## src/rtl/rpu_ibd_pkt_tracker_pkg.sv

```systemverilog
// nou_ibd_pkg: shared definitions for the inbound packet tracker.
// Holds flit type codes, error codes, context states and the header
// field layout of a HEAD flit payload. NoC width macros get defaults
// here when the surrounding build has not already supplied them.
`ifndef NOU_FLIT_SZ_WIDTH
`define NOU_FLIT_SZ_WIDTH 12
`endif
`ifndef NOU_TID_WIDTH
`define NOU_TID_WIDTH 8
`endif
`ifndef NOU_TYPE_WIDTH
`define NOU_TYPE_WIDTH 2
`endif
`ifndef NOU_NOC_DATA_WIDTH
`define NOU_NOC_DATA_WIDTH 128
`endif

package nou_ibd_pkg;

  localparam int TID_W  = `NOU_TID_WIDTH;
  localparam int TYPE_W = `NOU_TYPE_WIDTH;
  localparam int DATA_W = `NOU_NOC_DATA_WIDTH;

  // Flit type codes; code 0 is reserved and ignored by the tracker
  localparam logic [TYPE_W-1:0] FLIT_HEAD = TYPE_W'(1);
  localparam logic [TYPE_W-1:0] FLIT_BODY = TYPE_W'(2);
  localparam logic [TYPE_W-1:0] FLIT_TAIL = TYPE_W'(3);

  typedef enum logic [1:0] {
    ERR_DUP_HEAD = 2'b00,
    ERR_ORPHAN   = 2'b01,
    ERR_LENGTH   = 2'b10
  } err_code_e;

  typedef enum logic {
    CTX_IDLE   = 1'b0,
    CTX_ACTIVE = 1'b1
  } ctx_state_e;

  // Header bit positions inside a HEAD flit payload
  localparam int LOCAL_TILE_LSB = 0;
  localparam int LOCAL_TILE_W   = 10;
  localparam int DST_TILE_LSB   = 10;
  localparam int DST_TILE_W     = 10;
  localparam int FLIT_NUM_LSB   = 20;
  localparam int FLIT_NUM_W     = 12;
  localparam int HDR_SIZE_LSB   = 32;
  localparam int HDR_SIZE_W     = 8;
  localparam int DATA_SIZE_LSB  = 40;
  localparam int DATA_SIZE_W    = 6;
  localparam int PKT_ID_LSB     = 64;
  localparam int PKT_ID_W       = 32;

  typedef struct packed {
    logic [PKT_ID_W-1:0]     pkt_id;
    logic [DATA_SIZE_W-1:0]  data_size;
    logic [HDR_SIZE_W-1:0]   header_size;
    logic [FLIT_NUM_W-1:0]   flit_num;
    logic [DST_TILE_W-1:0]   dst_tile_id;
    logic [LOCAL_TILE_W-1:0] local_tile_id;
  } hdr_fields_t;

endpackage

```

## src/rtl/rpu_ibd_pkt_tracker_ctx.sv

```systemverilog
// rpu_ibd_ctx: one packet context (IDLE/ACTIVE FSM, remaining-flit
// counter, stored tid). Emits combinational event strobes for the flit
// being accepted this cycle; the top registers them.
`ifndef NOU_FLIT_SZ_WIDTH
`define NOU_FLIT_SZ_WIDTH 12
`endif

module rpu_ibd_ctx
  import nou_ibd_pkg::*;
#(
  parameter int CNT_W = `NOU_FLIT_SZ_WIDTH
) (
  input  logic                  clk,
  input  logic                  rst,
  input  logic                  flit_acc,
  input  logic [TYPE_W-1:0]     flit_type,
  input  logic [FLIT_NUM_W-1:0] flit_num,
  input  logic [TID_W-1:0]      flit_tid,
  output logic                  busy,
  output logic [TID_W-1:0]      tid,
  output logic                  hdr_ev,
  output logic                  done_ev,
  output logic                  err_ev,
  output err_code_e             err_code_ev
);

  ctx_state_e       state_reg, state_next;
  logic [CNT_W-1:0] remaining_reg, remaining_next;
  logic [TID_W-1:0] tid_reg, tid_next;

  // Context state, counter and tid registers
  always_ff @(posedge clk) begin
    if (rst) begin
      state_reg     <= CTX_IDLE;
      remaining_reg <= '0;
      tid_reg       <= '0;
    end else begin
      state_reg     <= state_next;
      remaining_reg <= remaining_next;
      tid_reg       <= tid_next;
    end
  end

  // Next-state and event decode for the flit accepted this cycle
  always_comb begin
    state_next     = state_reg;
    remaining_next = remaining_reg;
    tid_next       = tid_reg;
    hdr_ev         = 1'b0;
    done_ev        = 1'b0;
    err_ev         = 1'b0;
    err_code_ev    = ERR_DUP_HEAD;
    if (flit_acc) begin
      case (flit_type)
        FLIT_HEAD: begin
          // A head on a live context abandons the old packet
          hdr_ev   = 1'b1;
          tid_next = flit_tid;
          if (state_reg == CTX_ACTIVE) begin
            err_ev      = 1'b1;
            err_code_ev = ERR_DUP_HEAD;
          end
          if (flit_num >= FLIT_NUM_W'(2)) begin
            state_next     = CTX_ACTIVE;
            remaining_next = CNT_W'(flit_num - FLIT_NUM_W'(1));
          end else begin
            // Single-flit packet completes on its head
            state_next     = CTX_IDLE;
            remaining_next = '0;
            done_ev        = 1'b1;
          end
        end
        FLIT_BODY: begin
          if (state_reg == CTX_IDLE) begin
            err_ev      = 1'b1;
            err_code_ev = ERR_ORPHAN;
          end else if (remaining_reg == CNT_W'(1)) begin
            // Body where only the tail was still expected
            err_ev         = 1'b1;
            err_code_ev    = ERR_LENGTH;
            state_next     = CTX_IDLE;
            remaining_next = '0;
          end else if (remaining_reg != '0) begin
            remaining_next = remaining_reg - CNT_W'(1);
          end
        end
        FLIT_TAIL: begin
          if (state_reg == CTX_IDLE) begin
            err_ev      = 1'b1;
            err_code_ev = ERR_ORPHAN;
          end else begin
            state_next     = CTX_IDLE;
            remaining_next = '0;
            if (remaining_reg == CNT_W'(1)) begin
              done_ev = 1'b1;
            end else begin
              err_ev      = 1'b1;
              err_code_ev = ERR_LENGTH;
            end
          end
        end
        default: ;
      endcase
    end
  end

  assign busy = (state_reg == CTX_ACTIVE);
  assign tid  = tid_reg;

endmodule

```

## src/rtl/rpu_ibd_pkt_tracker.sv

```systemverilog
// rpu_ibd_pkt_tracker: tracks inbound NoC packets per transaction
// context, reporting headers, completions and protocol errors one cycle
// after the flit is accepted.
// Optional feature macro RPU_IBD_ERR_CNT_EN adds a saturating err_cnt.
`ifndef NOU_FLIT_SZ_WIDTH
`define NOU_FLIT_SZ_WIDTH 12
`endif

module rpu_ibd_pkt_tracker
  import nou_ibd_pkg::*;
#(
  parameter int NUM_CTX = 4,
  parameter int CNT_W   = `NOU_FLIT_SZ_WIDTH
) (
  input  logic                       clk,
  input  logic                       rst,
  input  logic                       id_valid,
  input  logic                       id_ready,
  input  logic [TID_W-1:0]           id_dat_tid,
  input  logic [TYPE_W-1:0]          id_dat_type,
  input  logic [DATA_W-1:0]          id_dat_data,
  output logic                       hdr_vld,
  output logic [$clog2(NUM_CTX)-1:0] hdr_ctx,
  output logic [TID_W-1:0]           hdr_tid,
  output logic [LOCAL_TILE_W-1:0]    hdr_local_tile_id,
  output logic [DST_TILE_W-1:0]      hdr_dst_tile_id,
  output logic [PKT_ID_W-1:0]        hdr_pkt_id,
  output logic [HDR_SIZE_W-1:0]      hdr_header_size,
  output logic [DATA_SIZE_W-1:0]     hdr_data_size,
  output logic [FLIT_NUM_W-1:0]      hdr_flit_num,
  output logic                       pkt_done,
  output logic [$clog2(NUM_CTX)-1:0] pkt_done_ctx,
  output logic                       err_vld,
  output logic [1:0]                 err_code,
`ifdef RPU_IBD_ERR_CNT_EN
  output logic [15:0]                err_cnt,
`endif
  output logic [NUM_CTX-1:0]         ctx_busy
);

  localparam int IDX_W = $clog2(NUM_CTX);

  logic                           flit_acc;
  logic [IDX_W-1:0]               ctx_idx;
  logic [NUM_CTX-1:0]             hdr_ev_vec, done_ev_vec, err_ev_vec;
  logic [NUM_CTX-1:0][1:0]        err_code_vec;
  logic [NUM_CTX-1:0][TID_W-1:0]  ctx_tid_vec;
  logic [1:0]                     err_code_any;
  hdr_fields_t                    hdr_dec;

  logic             hdr_vld_reg, pkt_done_reg, err_vld_reg;
  logic [1:0]       err_code_reg;
  logic [IDX_W-1:0] hdr_ctx_reg, pkt_done_ctx_reg;
  hdr_fields_t      hdr_reg;

  assign flit_acc = id_valid & id_ready;
  assign ctx_idx  = id_dat_tid[IDX_W-1:0];

  // Upper tid bits alias onto the same context by design
  for (genvar gi = 0; gi < NUM_CTX; gi++) begin : g_ctx
    rpu_ibd_ctx #(
      .CNT_W(CNT_W)
    ) u_ctx (
      .clk        (clk),
      .rst        (rst),
      .flit_acc   (flit_acc && (ctx_idx == IDX_W'(gi))),
      .flit_type  (id_dat_type),
      .flit_num   (id_dat_data[FLIT_NUM_LSB +: FLIT_NUM_W]),
      .flit_tid   (id_dat_tid),
      .busy       (ctx_busy[gi]),
      .tid        (ctx_tid_vec[gi]),
      .hdr_ev     (hdr_ev_vec[gi]),
      .done_ev    (done_ev_vec[gi]),
      .err_ev     (err_ev_vec[gi]),
      .err_code_ev(err_code_vec[gi])
    );
  end

  // Only one context sees a flit per cycle, so pick the erroring one
  always_comb begin
    err_code_any = '0;
    for (int i = 0; i < NUM_CTX; i++) begin
      if (err_ev_vec[i]) err_code_any = err_code_vec[i];
    end
  end

  // Slice header fields out of the incoming payload
  always_comb begin
    hdr_dec               = '0;
    hdr_dec.local_tile_id = id_dat_data[LOCAL_TILE_LSB +: LOCAL_TILE_W];
    hdr_dec.dst_tile_id   = id_dat_data[DST_TILE_LSB +: DST_TILE_W];
    hdr_dec.flit_num      = id_dat_data[FLIT_NUM_LSB +: FLIT_NUM_W];
    hdr_dec.header_size   = id_dat_data[HDR_SIZE_LSB +: HDR_SIZE_W];
    hdr_dec.data_size     = id_dat_data[DATA_SIZE_LSB +: DATA_SIZE_W];
    hdr_dec.pkt_id        = id_dat_data[PKT_ID_LSB +: PKT_ID_W];
  end

  // Register event pulses and hold header fields until the next head
  always_ff @(posedge clk) begin
    if (rst) begin
      hdr_vld_reg      <= 1'b0;
      pkt_done_reg     <= 1'b0;
      err_vld_reg      <= 1'b0;
      err_code_reg     <= '0;
      hdr_ctx_reg      <= '0;
      pkt_done_ctx_reg <= '0;
      hdr_reg          <= '0;
    end else begin
      hdr_vld_reg  <= |hdr_ev_vec;
      pkt_done_reg <= |done_ev_vec;
      err_vld_reg  <= |err_ev_vec;
      err_code_reg <= err_code_any;
      if (|hdr_ev_vec) begin
        hdr_reg     <= hdr_dec;
        hdr_ctx_reg <= ctx_idx;
      end
      if (|done_ev_vec) pkt_done_ctx_reg <= ctx_idx;
    end
  end

`ifdef RPU_IBD_ERR_CNT_EN
  logic [15:0] err_cnt_reg;

  // Saturating count of reported errors, updated alongside err_vld
  always_ff @(posedge clk) begin
    if (rst) begin
      err_cnt_reg <= '0;
    end else if ((|err_ev_vec) && (err_cnt_reg != 16'hFFFF)) begin
      err_cnt_reg <= err_cnt_reg + 16'd1;
    end
  end

  assign err_cnt = err_cnt_reg;
`endif

  // Payload bits outside the header layout are not needed here
  logic unused_data;
  assign unused_data = ^{id_dat_data[DATA_W-1:PKT_ID_LSB+PKT_ID_W],
                         id_dat_data[PKT_ID_LSB-1:DATA_SIZE_LSB+DATA_SIZE_W]};

  assign hdr_vld           = hdr_vld_reg;
  assign hdr_ctx           = hdr_ctx_reg;
  assign hdr_tid           = ctx_tid_vec[hdr_ctx_reg];
  assign hdr_local_tile_id = hdr_reg.local_tile_id;
  assign hdr_dst_tile_id   = hdr_reg.dst_tile_id;
  assign hdr_pkt_id        = hdr_reg.pkt_id;
  assign hdr_header_size   = hdr_reg.header_size;
  assign hdr_data_size     = hdr_reg.data_size;
  assign hdr_flit_num      = hdr_reg.flit_num;
  assign pkt_done          = pkt_done_reg;
  assign pkt_done_ctx      = pkt_done_ctx_reg;
  assign err_vld           = err_vld_reg;
  assign err_code          = err_code_reg;

endmodule

```

## config.mk

```make
export PLATFORM = sky130hd
export DESIGN_NAME = rpu_ibd_pkt_tracker
export DESIGN_NICKNAME = d
export VERILOG_FILES = /design/src/rtl/rpu_ibd_pkt_tracker_pkg.sv /design/src/rtl/rpu_ibd_pkt_tracker_ctx.sv /design/src/rtl/rpu_ibd_pkt_tracker.sv
export SDC_FILE = /design/constraint.sdc
export NUM_CORES = 1
export LEC_CHECK = 0
export BUFFER_PORTS_ARGS = -buffer_cell sky130_fd_sc_hd__buf_2
export CORE_UTILIZATION = 45
export CTS_BUF_LIST = sky130_fd_sc_hd__clkbuf_2
export CTS_CLUSTER_DIAMETER = 150
export CTS_CLUSTER_SIZE = 10
export DETAILED_ROUTE_END_ITERATION = 16
export GPL_TIMING_DRIVEN = 0
export PLACE_DENSITY = 0.71
export SLEW_MARGIN = 10
export SYNTH_ARGS = -nofsm -noshare
export SYNTH_HDL_FRONTEND = slang
export SYNTH_SLANG_ARGS = --single-unit
export TNS_END_PERCENT = 10
```

## constraint.sdc

```tcl
create_clock -name clk -period 2.2 [get_ports clk]
set_input_delay 0.44 -clock clk [delete_from_list [all_inputs] [get_ports clk]]
set_output_delay 0.44 -clock clk [all_outputs]
set_load 0.05 [all_outputs]
```

# --- Word level (Yosys, flattened, before mapping) ---
# Cells that the tools add are included.
op_classes:
  add_sub_neg: 5
  n_lt_le_gt_ge: 2
  eq_ne: 22
  mux: 106
  bitwise_logic: 1
  n_reduce_logical: 25
ops:
  columns: ["op", "n"]
  rows:
  - ["two-way mux 12 bit", 17]
  - ["case mux 12 bit (3 select lines)", 4]
  - ["subtractor 12 x 1 -> 12 bit (second input constant)", 5]
  - ["equality test 12 x 1 -> 1 bit (second input constant)", 4]
  - ["two-way mux 2 bit", 24]
  - ["nonzero test 12 bit", 4]
  - ["two-way mux 1 bit", 43]
  - ["case mux 1 bit (3 select lines)", 8]
  - ["AND reduction 5 bit", 4]
  - ["binary-select mux 8 bit (select 2 bit)", 1]
  - ["inequality test 2 x 1 -> 1 bit (second input constant)", 8]
  - ["case mux 2 bit (2 select lines)", 4]
  - ["AND reduction 2 bit", 8]
  - [">= comparator 12 x 2 -> 1 bit (second input constant)", 1]
  - ["inequality test 3 x 1 -> 1 bit (second input constant)", 4]
  - ["OR reduction 4 bit", 3]
  - ["equality test 2 bit (second input constant)", 4]
  - ["two-way mux 8 bit", 1]
  - ["case mux 1 bit (2 select lines)", 4]
  - ["equality test 2 x 1 -> 1 bit (second input constant)", 2]
  - ["logical AND 1 bit", 4]
  - ["less-than comparator 2 x 3 -> 1 bit (second input constant)", 1]
  - ["nonzero test 3 bit", 1]
  - ["zero test 2 bit", 1]
  - ["bitwise AND 1 bit", 1]
word_totals:
  register_bits: 171
  in_bits: 142
  output_inout_bits: 99
  word_cells: 185

# --- Logic depth before layout (Yosys ltp) ---
# Gate-level depths: netlist of the first run.
depth:
  depth_word: 9
  mapped_depth: 8
  ltp_nobuf: 7

# --- Hierarchy ---
# Synthesis of the first run repeated with hierarchy kept, for this count alone.
unflattened:
  cells_unflattened: 1159
  hier_area_um2: 9281.4
modules_own_cells:
  columns: ["mod", "instances", "cells_each", "area_each_um2", "seq_area_each_um2"]
  rows:
  - ["rpu_ibd_ctx at g_ctx[0].u_ctx ...", 3, 190, 1472.7, 420.4]
  - ["rpu_ibd_pkt_tracker", 1, 392, 3296.9, 1741.7]
  - ["rpu_ibd_ctx at g_ctx[3].u_ctx", 1, 197, 1566.5, 420.4]

# --- Least setup slack after synthesis of the first run ---
# Ideal clock, no wire load.
synth_timing:
  kind: "input port to flip-flop"
  from: "in id_dat_data[22]"
  to: "reg pkt_done_ctx_reg[0] (netlist: pkt_done_ctx[0])"
  setup_time_ns: 0.135
  arrival_ns: 2.158
  required_ns: 2.065
  setup_slack_ns: -0.093
  stages: 7
  path_buffers: 2
  path_cell_list: "buf_6 -> or4_4 -> buf_6 -> or4_4 -> o22ai_2 -> a311oi_1 -> mux2i_1"
synth_via:
  elab_chain_cells: 5
  word_cells_on_any_way: 11
  cone_classes: "order compare: 1; mux: 9; reduce/logical: 1"
synth_rtl:
  columns: ["item", "line", "text"]
  rows:
  - ["start: declaration", "rpu_ibd_pkt_tracker.sv:21", "input logic [DATA_W-1:0] id_dat_data,"]
  - [">= comparator 12 x 2 -> 1 bit (*)", "rpu_ibd_pkt_tracker_ctx.sv:63", "if (flit_num >= FLIT_NUM_W'(2)) begin"]
  - ["two-way mux 1 bit (*)", "rpu_ibd_pkt_tracker_ctx.sv:63", null]
  - ["case mux 1 bit (2 select lines)", "rpu_ibd_pkt_tracker_ctx.sv:54", "case (flit_type)"]
  - ["two-way mux 1 bit", "rpu_ibd_pkt_tracker_ctx.sv:53", "if (flit_acc) begin"]
  - ["OR reduction 4 bit (*)", "rpu_ibd_pkt_tracker.sv:117", "if (|done_ev_vec) pkt_done_ctx_reg <= ctx_idx;"]
  - ["end signal: assignment", "rpu_ibd_pkt_tracker.sv:117", null]
  - ["end: declaration", "rpu_ibd_pkt_tracker.sv:53", "logic [IDX_W-1:0] hdr_ctx_reg, pkt_done_ctx_reg;"]
# Mark *: on every way between the ends. The rest lies on a longest branch, timed or not.
# A chain may end at the register's enable or synchronous reset.

# --- Worst setup path after layout of the first run ---
layout_timing:
  from: "reg hdr_ctx_reg[1] (netlist: hdr_ctx[1])"
  to: "out hdr_tid[2]"
layout_via:
  elab_chain_cells: 2
layout_rtl:
  columns: ["item", "line", "text"]
  rows:
  - ["start: declaration", "rpu_ibd_pkt_tracker.sv:53", null]
  - ["start signal: assignment", "rpu_ibd_pkt_tracker.sv:115", "hdr_ctx_reg <= ctx_idx;"]
  - ["binary-select mux 8 bit (select 2 bit)", "rpu_ibd_pkt_tracker.sv:143", "assign hdr_tid = ctx_tid_vec[hdr_ctx_reg];"]
  - ["two-way mux 8 bit (not written as such)", "rpu_ibd_pkt_tracker.sv:143", null]
  - ["end: declaration", "rpu_ibd_pkt_tracker.sv:24", "output logic [TID_W-1:0] hdr_tid,"]
# No other way between the ends. The select of a mux whose other input is x is not followed.

==> results of run 1 <==
==> cells in the final DEF, fill, tap and decap left out, types with 18 or more instances in the layout <==
master and instances:
clkbuf_1 50, nand2_1 234, a21oi_1 163, dlygate4sd3_1 85, nor2_1 68, inv_1 19, nor3_1 18, dfxtp_1 159
buf_2 179, o21ai_0 58, o22ai_1 18, clkbuf_2 19
==> logic make-up after synthesis <==
| logic type | synth area share |
|---|---|
| simple gates | 0.245 |
| compound gates | 0.237 |
| flops | 0.423 |
| buf+inv | 0.0436 |
| mux | 0.0300 |
| fa+ha+maj | 0.0155 |
| xor+xnor | 0.00649 |
==> through the flow <==
step | setup TNS [ns] | setup WS, ns
after floorplan | -0.0944 | -0.0472
after CTS | -2.23 | -0.296
after global routing | -3.55 | -0.360
final | -1.88 | -0.256
after detailed placement | -50.12 | -0.563
after global placement | -49.04 | -0.564
==> critical path, cell delays in order, from the launching register on <==
cell	delay, ns
dfxtp_2	0.40
clkbuf_16	0.17
mux4_2	0.53
buf_6	0.18
==> metal layers <==
metal / part of all wire / vias up
met5: 0 / -
met4: 0.016 / 0
met3: 0.089 / 37
met2: 0.47 / 416
met1: 0.43 / 4118
li1: - / 4310
==> timing repair <==
item / 4_1_cts / 5_1_grt
resized for setup: 48 / 45
pin swaps: 2 / 2
buffers inserted: 4 / 1
setup endpoints to repair: 52 / 56
hold buffers: 85 / 0
hold endpoints to repair: 103 / 0
==> synth_stat cells (all sizes together) (8+ instances only) <==
cell      n
a21oi   164
buf      10
clkbuf   56
nand2b   13
o21a      8
o22ai    19
o31ai    10
dfxtp   171
o21ai    61
inv      19
a211oi   12
nand3    15
nand2   234
nor4     12
nand4     9
nor2     70
ha       10
or4      12
nor3b    15
mux4      8
a31oi     8
nor3     20
==> layout make-up <==
class / count / area (um2) / share of cell area
multi-input combinational: 785 / 4510 / 0.419
sequential: 171 / 3440 / 0.319
timing repair buffer: 277 / 1880 / 0.175
buffer: 66 / 357 / 0.0331
tap: 225 / 282 / 0.0262
clock inverter: 14 / 140 / 0.0130
clock buffer: 17 / 85.1 / 0.00790
inverter: 19 / 71.3 / 0.00663
antenna: 1 / 2.50 / 0.000232
==> where the power goes <==
group	switching (mW)	total, mW	internal, mW
Clock	1.20	1.63	0.434
Sequential	0.0290	3.18	3.15
Combinational	0.542	0.874	0.332
==> worst max path at each step <==
stage | slack, ns | cells after the start | end
after floorplan | -0.05 | 6 | pkt_done_ctx[0]
after global placement | -0.56 | 8 | g_ctx[0].u_ctx.remaining_reg[11]
after detailed placement | -0.56 | 8 | g_ctx[0].u_ctx.remaining_reg[11]
after CTS | -0.30 | 3 | hdr_tid[2]
after global routing | -0.36 | 3 | hdr_tid[6]
final | -0.26 | 3 | hdr_tid[2]
==> metrics.csv, run 1 <==
stage,metric,value,unit
status,outcome,"finished, violations left",
status,violations,setup timing,
die,io-pin-count,241,
timing,period_needed,2.46,ns
logic_synthesis,syn_area_per_cell,7.78,um2
clock_tree,clock_latency,0.76,ns
routing,dr.pass1.iters,5,
logic_synthesis,synth_area,8090,um2
critical_path,crit_arrival,2.02,ns
routing,vias,8881,
critical_path,reg2regPathDepth,6,
placement,gp_congestion,0.946,
critical_path,cp.required,1.76,ns
logic_synthesis,syn-num-nets,1193,
global_routing,overflow,0,
die,die_y,136,um
layout,drive_gt1_frac,0.215,
timing,hold_viol_final,0,
global_routing,grt_pass1_vias,8043,
min_path,hold_depth,4,
logic_synthesis,synth_edf_count,0,
logic_synthesis,ys_top_cells_by_area,"dfxtp_1 42%, nand2_1 11%, a21oi_1 10%, o21ai_0 3.8%, nor2_1 3.2%",
timing,max_freq,407,MHz
die,fp.dieW,136,um
die,core-area,17400,um2
routing,first_iter_violations,863,
timing,hold-worst-slack,0.184,ns
logic_synthesis,ys_ff_latch,171,
logic_synthesis,yosysTopAreaCell,dfxtp_1,
logic_synthesis,yosysUniqueCellTypes,68,
routing,ant_nets,0,
routing,via_per_inst,5.64,
clock_tree,clock-sinks,171,
timing,slew_headroom,0.435,
critical_path,r2r-start,g_ctx[1].u_ctx.remaining_reg[8],
global_routing,grt_pass1_wl,41.6,mm
global_routing,use_met1,0.378,
placement,port_buffers,187,
layout,post-route-util,0.618,
min_path,hold_start,id_dat_tid[0],
power_and_ir_drop,ir_drop,472,uV
layout,nNetsFinal,1489,
layout,syn2layout_area_growth,33.0,%
power_and_ir_drop,power_density,529,nW/um2
critical_path,crit_type,reg -> out,
logic_synthesis,yosysSeqAreaShare,0.423,
routing,routedWlPerCell,17.2,um
layout,largest_reg_flops,48,
logic_synthesis,synth_ff_type,dfxtp_1,
min_path,min_path_type,in -> reg,
timing,setup_viol,8,
timing,slew_viol_final,0,
placement,dpl-instance-area,9320,um2
timing,finalCritPeriodShare,1.12,
global_routing,top_usage_layer,met2,
global_routing,met3_usage,0.0783,
critical_path,startpoint_type,flop,
clock_tree,root_buffer,clkbuf_2,
critical_path,path_max_fanout,8,
global_routing,grt_use_met2,0.468,
global_routing,grt_antenna_before_repair,1,
min_path,min_to,g_ctx[0].u_ctx.busy,
die,rows,48,
global_routing,grt_max_degree,17,
critical_path,r2r_setup_slack,0.05,ns
logic_synthesis,synth-async-reset-ratio,0,
layout,fill_cells,1536,
timing,tightest_slew,0.839,ns
clock_tree,h-tree-depth,4,
run,drv_cap,0,
logic_synthesis,synth-warning-count,0,
layout,final_area,10800,um2
layout,fin_cells,1575,
timing,final.setup.worst_slack,-0.256,ns
timing,rsz0062_at_grt,yes,
critical_path,r2r_end,g_ctx[1].u_ctx.remaining_reg[2],
placement,dp_hpwl,18.4,mm
die,die-area,18500,um2
routing,drc,0,
critical_path,critPathLaunch,hdr_ctx[1],
clock_tree,clkTransAtPathRegs,0.25,ns
clock_tree,clk_path_buf_depth,2,
logic_synthesis,synth_cells,1041,
clock_tree,cts_tree,built,
critical_path,worstSetupEndpointType,output pin,
placement,dp_cells,1453,
die,start_util,0.465,
clock_tree,cts_buffers,17,
routing,wirelength,27.1,mm
timing,fin_skew,0.0320,ns
logic_synthesis,netlist.area_leader.share,0.423,
power_and_ir_drop,total_power,5.69,mW
global_routing,track_usage,0.289,
power_and_ir_drop,p_leak,4.19,nW
Note: power is estimated with default switching activity, not from simulation.
==> run 2: changes to the inputs <==
--- a/config.mk
+++ b/config.mk
@@ -6,6 +6,8 @@
 export NUM_CORES = 1
 export LEC_CHECK = 0
 export BUFFER_PORTS_ARGS = -buffer_cell sky130_fd_sc_hd__buf_2
+export CAP_MARGIN = 20
+export CORE_ASPECT_RATIO = 1.25
 export CORE_UTILIZATION = 45
 export CTS_BUF_LIST = sky130_fd_sc_hd__clkbuf_2
 export CTS_CLUSTER_DIAMETER = 150
==> run 2 against run 1 <==
- the run still ends with setup timing left
- register-to-register slack got worse by 0.09 ns
- first-iteration DRC count down 28%
- utilization decreased by 0.077 points
- sequential share of layout area decreased by 0.099 points
- fmax fell by 2.1%
- via count rose by 1.6%
- count of clock-buffer cells in the layout is the same
- largest cell class unchanged
- largest power group unchanged
- highest routed layer unchanged
==> metrics.csv, run 2 (synthesis results as in run 1) <==
stage,metric,value,unit
timing,final.setup.worst_slack,-0.310,ns
placement,port_buffers,187,
layout,nNetsFinal,1491,
global_routing,grt_pass1_vias,8407,
clock_tree,clkTransAtPathRegs,0.28,ns
placement,dp_hpwl,18.8,mm
timing,finalSetupTns,-2.31,ns
critical_path,reg2regPathDepth,6,
die,fp.dieW,122,um
routing,routedWlPerCell,17.7,um
routing,vias,9023,
power_and_ir_drop,ir_drop,343,uV
routing,wirelength,27.9,mm
routing,dr.pass1.iters,6,
power_and_ir_drop,p_leak,4.19,nW
power_and_ir_drop,switchingPower,1.89,mW
layout,fill_cells,1495,
timing,rsz0062_at_grt,yes,
routing,first_iter_violations,622,
power_and_ir_drop,internal_power,3.85,mW
power_and_ir_drop,swShare,0.329,
global_routing,grt_antenna_before_repair,1,
layout,syn2layout_area_growth,33.5,%
min_path,min_path_type,in -> reg,
critical_path,r2r-start,g_ctx[1].u_ctx.remaining_reg[8],
die,core-area,17500,um2
die,rows,54,
placement,dpl-instance-area,9320,um2
critical_path,crit_type,reg -> out,
timing,period_needed,2.51,ns
timing,tightest_slew,1.03,ns
clock_tree,cts_buffers,17,
clock_tree,clk_path_buf_depth,2,
power_and_ir_drop,power_density,532,nW/um2
timing,hold_viol_final,0,
clock_tree,cts_tree,built,
power_and_ir_drop,comb_power_share,0.154,
die,start_util,0.463,
power_and_ir_drop,p_clk_frac,0.292,
global_routing,track_usage,0.302,
global_routing,grt_pass1_wl,43.6,mm
timing,max_freq,398,MHz
run,drv_cap,0,
timing,setup_viol,10,
routing,ant_nets,0,
min_path,min_to,hdr_ctx[1],
layout,most-common-layout-cells,"234 x nand2_1, 179 x buf_2, 162 x a21oi_1",
timing,slew_viol_final,0,
die,io-pin-count,241,
critical_path,startpoint_type,flop,
status,outcome,"finished, violations left",
die,die_y,152,um
power_and_ir_drop,power.share.sequential,0.554,
layout,layout_commonest_cell,nand2_1,
placement,pre_cts_ws,-0.577,ns
clock_tree,clock-sinks,171,
critical_path,r2r_end,g_ctx[1].u_ctx.remaining_reg[2],
die,die-area,18500,um2
layout,largest_reg_flops,48,
critical_path,crit_arrival,2.07,ns
min_path,hold_start,id_dat_tid[1],
routing,drc,0,
clock_tree,root_buffer,clkbuf_2,
global_routing,overflow,0,
layout,drive_gt1_frac,0.217,
timing,slew_headroom,0.309,
critical_path,path_max_fanout,8,
global_routing,grt_max_degree,19,
status,violations,setup timing,
routing,via_per_inst,5.72,
clock_tree,clock_latency,0.78,ns
clock_tree,h-tree-depth,4,
timing,fin_skew,0.0339,ns
critical_path,cp.required,1.76,ns
critical_path,r2r_setup_slack,-0.04,ns
min_path,hold_depth,4,
placement,gp_congestion,1.02,
timing,finalCritPeriodShare,1.14,
layout,final_area,10800,um2
critical_path,worstSetupEndpointType,output pin,
## run 2: power by group through the flow
| stage | logic (mW) | registers (mW) | clock network [mW] |
|---|---|---|---|
| floorplan | 0.333 | 3.34 | 0 |
| global placement | 0.713 | 3.23 | 0 |
| detailed placement | 0.714 | 3.24 | 0 |
| CTS | 0.847 | 3.18 | 1.70 |
| global route | 0.941 | 3.19 | 1.82 |
| finish | 0.882 | 3.18 | 1.68 |
## run 2: cell type report
cell class                 count  area (um2)  share of cell area
timing repair buffer         279        1900               0.176
clock inverter                15         153              0.0141
sequential                   171        3440               0.318
tap                          224         280              0.0259
multi-input combinational    785        4520               0.419
clock buffer                  17        85.1             0.00788
inverter                      19        71.3             0.00660
antenna                        1        2.50            0.000232
buffer                        66         352              0.0325
## run 2: routing by layer
layer	wire length, um	global-route usage	up-vias
li1	-	-	4309
met1	11000	0.362	4216
met2	13800	0.510	425
met3	2150	0.0646	73
met4	1030	0.139	0
met5	0	0	-
## run 2: critical path: stages (launching register included)
cell,delay (ns)
dfxtp_2,0.42
clkbuf_16,0.16
mux4_2,0.53
buf_6,0.18
## run 2: repair_timing
item	4_1_cts	5_1_grt
gates resized for setup	51	41
pin swaps	2	3
hold buffers	85	0
hold endpoints to repair	103	0
setup endpoints to repair	60	54
setup buffers	3	4
## run 2: metrics by stage
step	hold WS [ns]	std cells	total power [mW]	util
after floorplan	0.433	1041	3.68	-
after global placement	0.439	1452	3.95	0.533
after detailed placement	0.443	1452	3.95	0.533
after CTS	0.0892	1572	5.73	0.609
after global routing	0.110	1577	5.95	0.617
final	0.149	1577	5.74	0.617
## run 2: worst max-delay path by stage
stage	from	endpoint	slack [ns]
2_1_floorplan	id_dat_data[25]	pkt_done_ctx[0]	-0.05
3_3_place_gp	id_dat_type[1]	g_ctx[0].u_ctx.remaining_reg[2]	-0.57
3_5_place_dp	id_dat_type[1]	g_ctx[0].u_ctx.remaining_reg[2]	-0.58
4_1_cts	hdr_ctx[1]	hdr_tid[2]	-0.34
5_1_grt	hdr_ctx[1]	hdr_tid[2]	-0.39
6_report	hdr_ctx[1]	hdr_tid[2]	-0.31
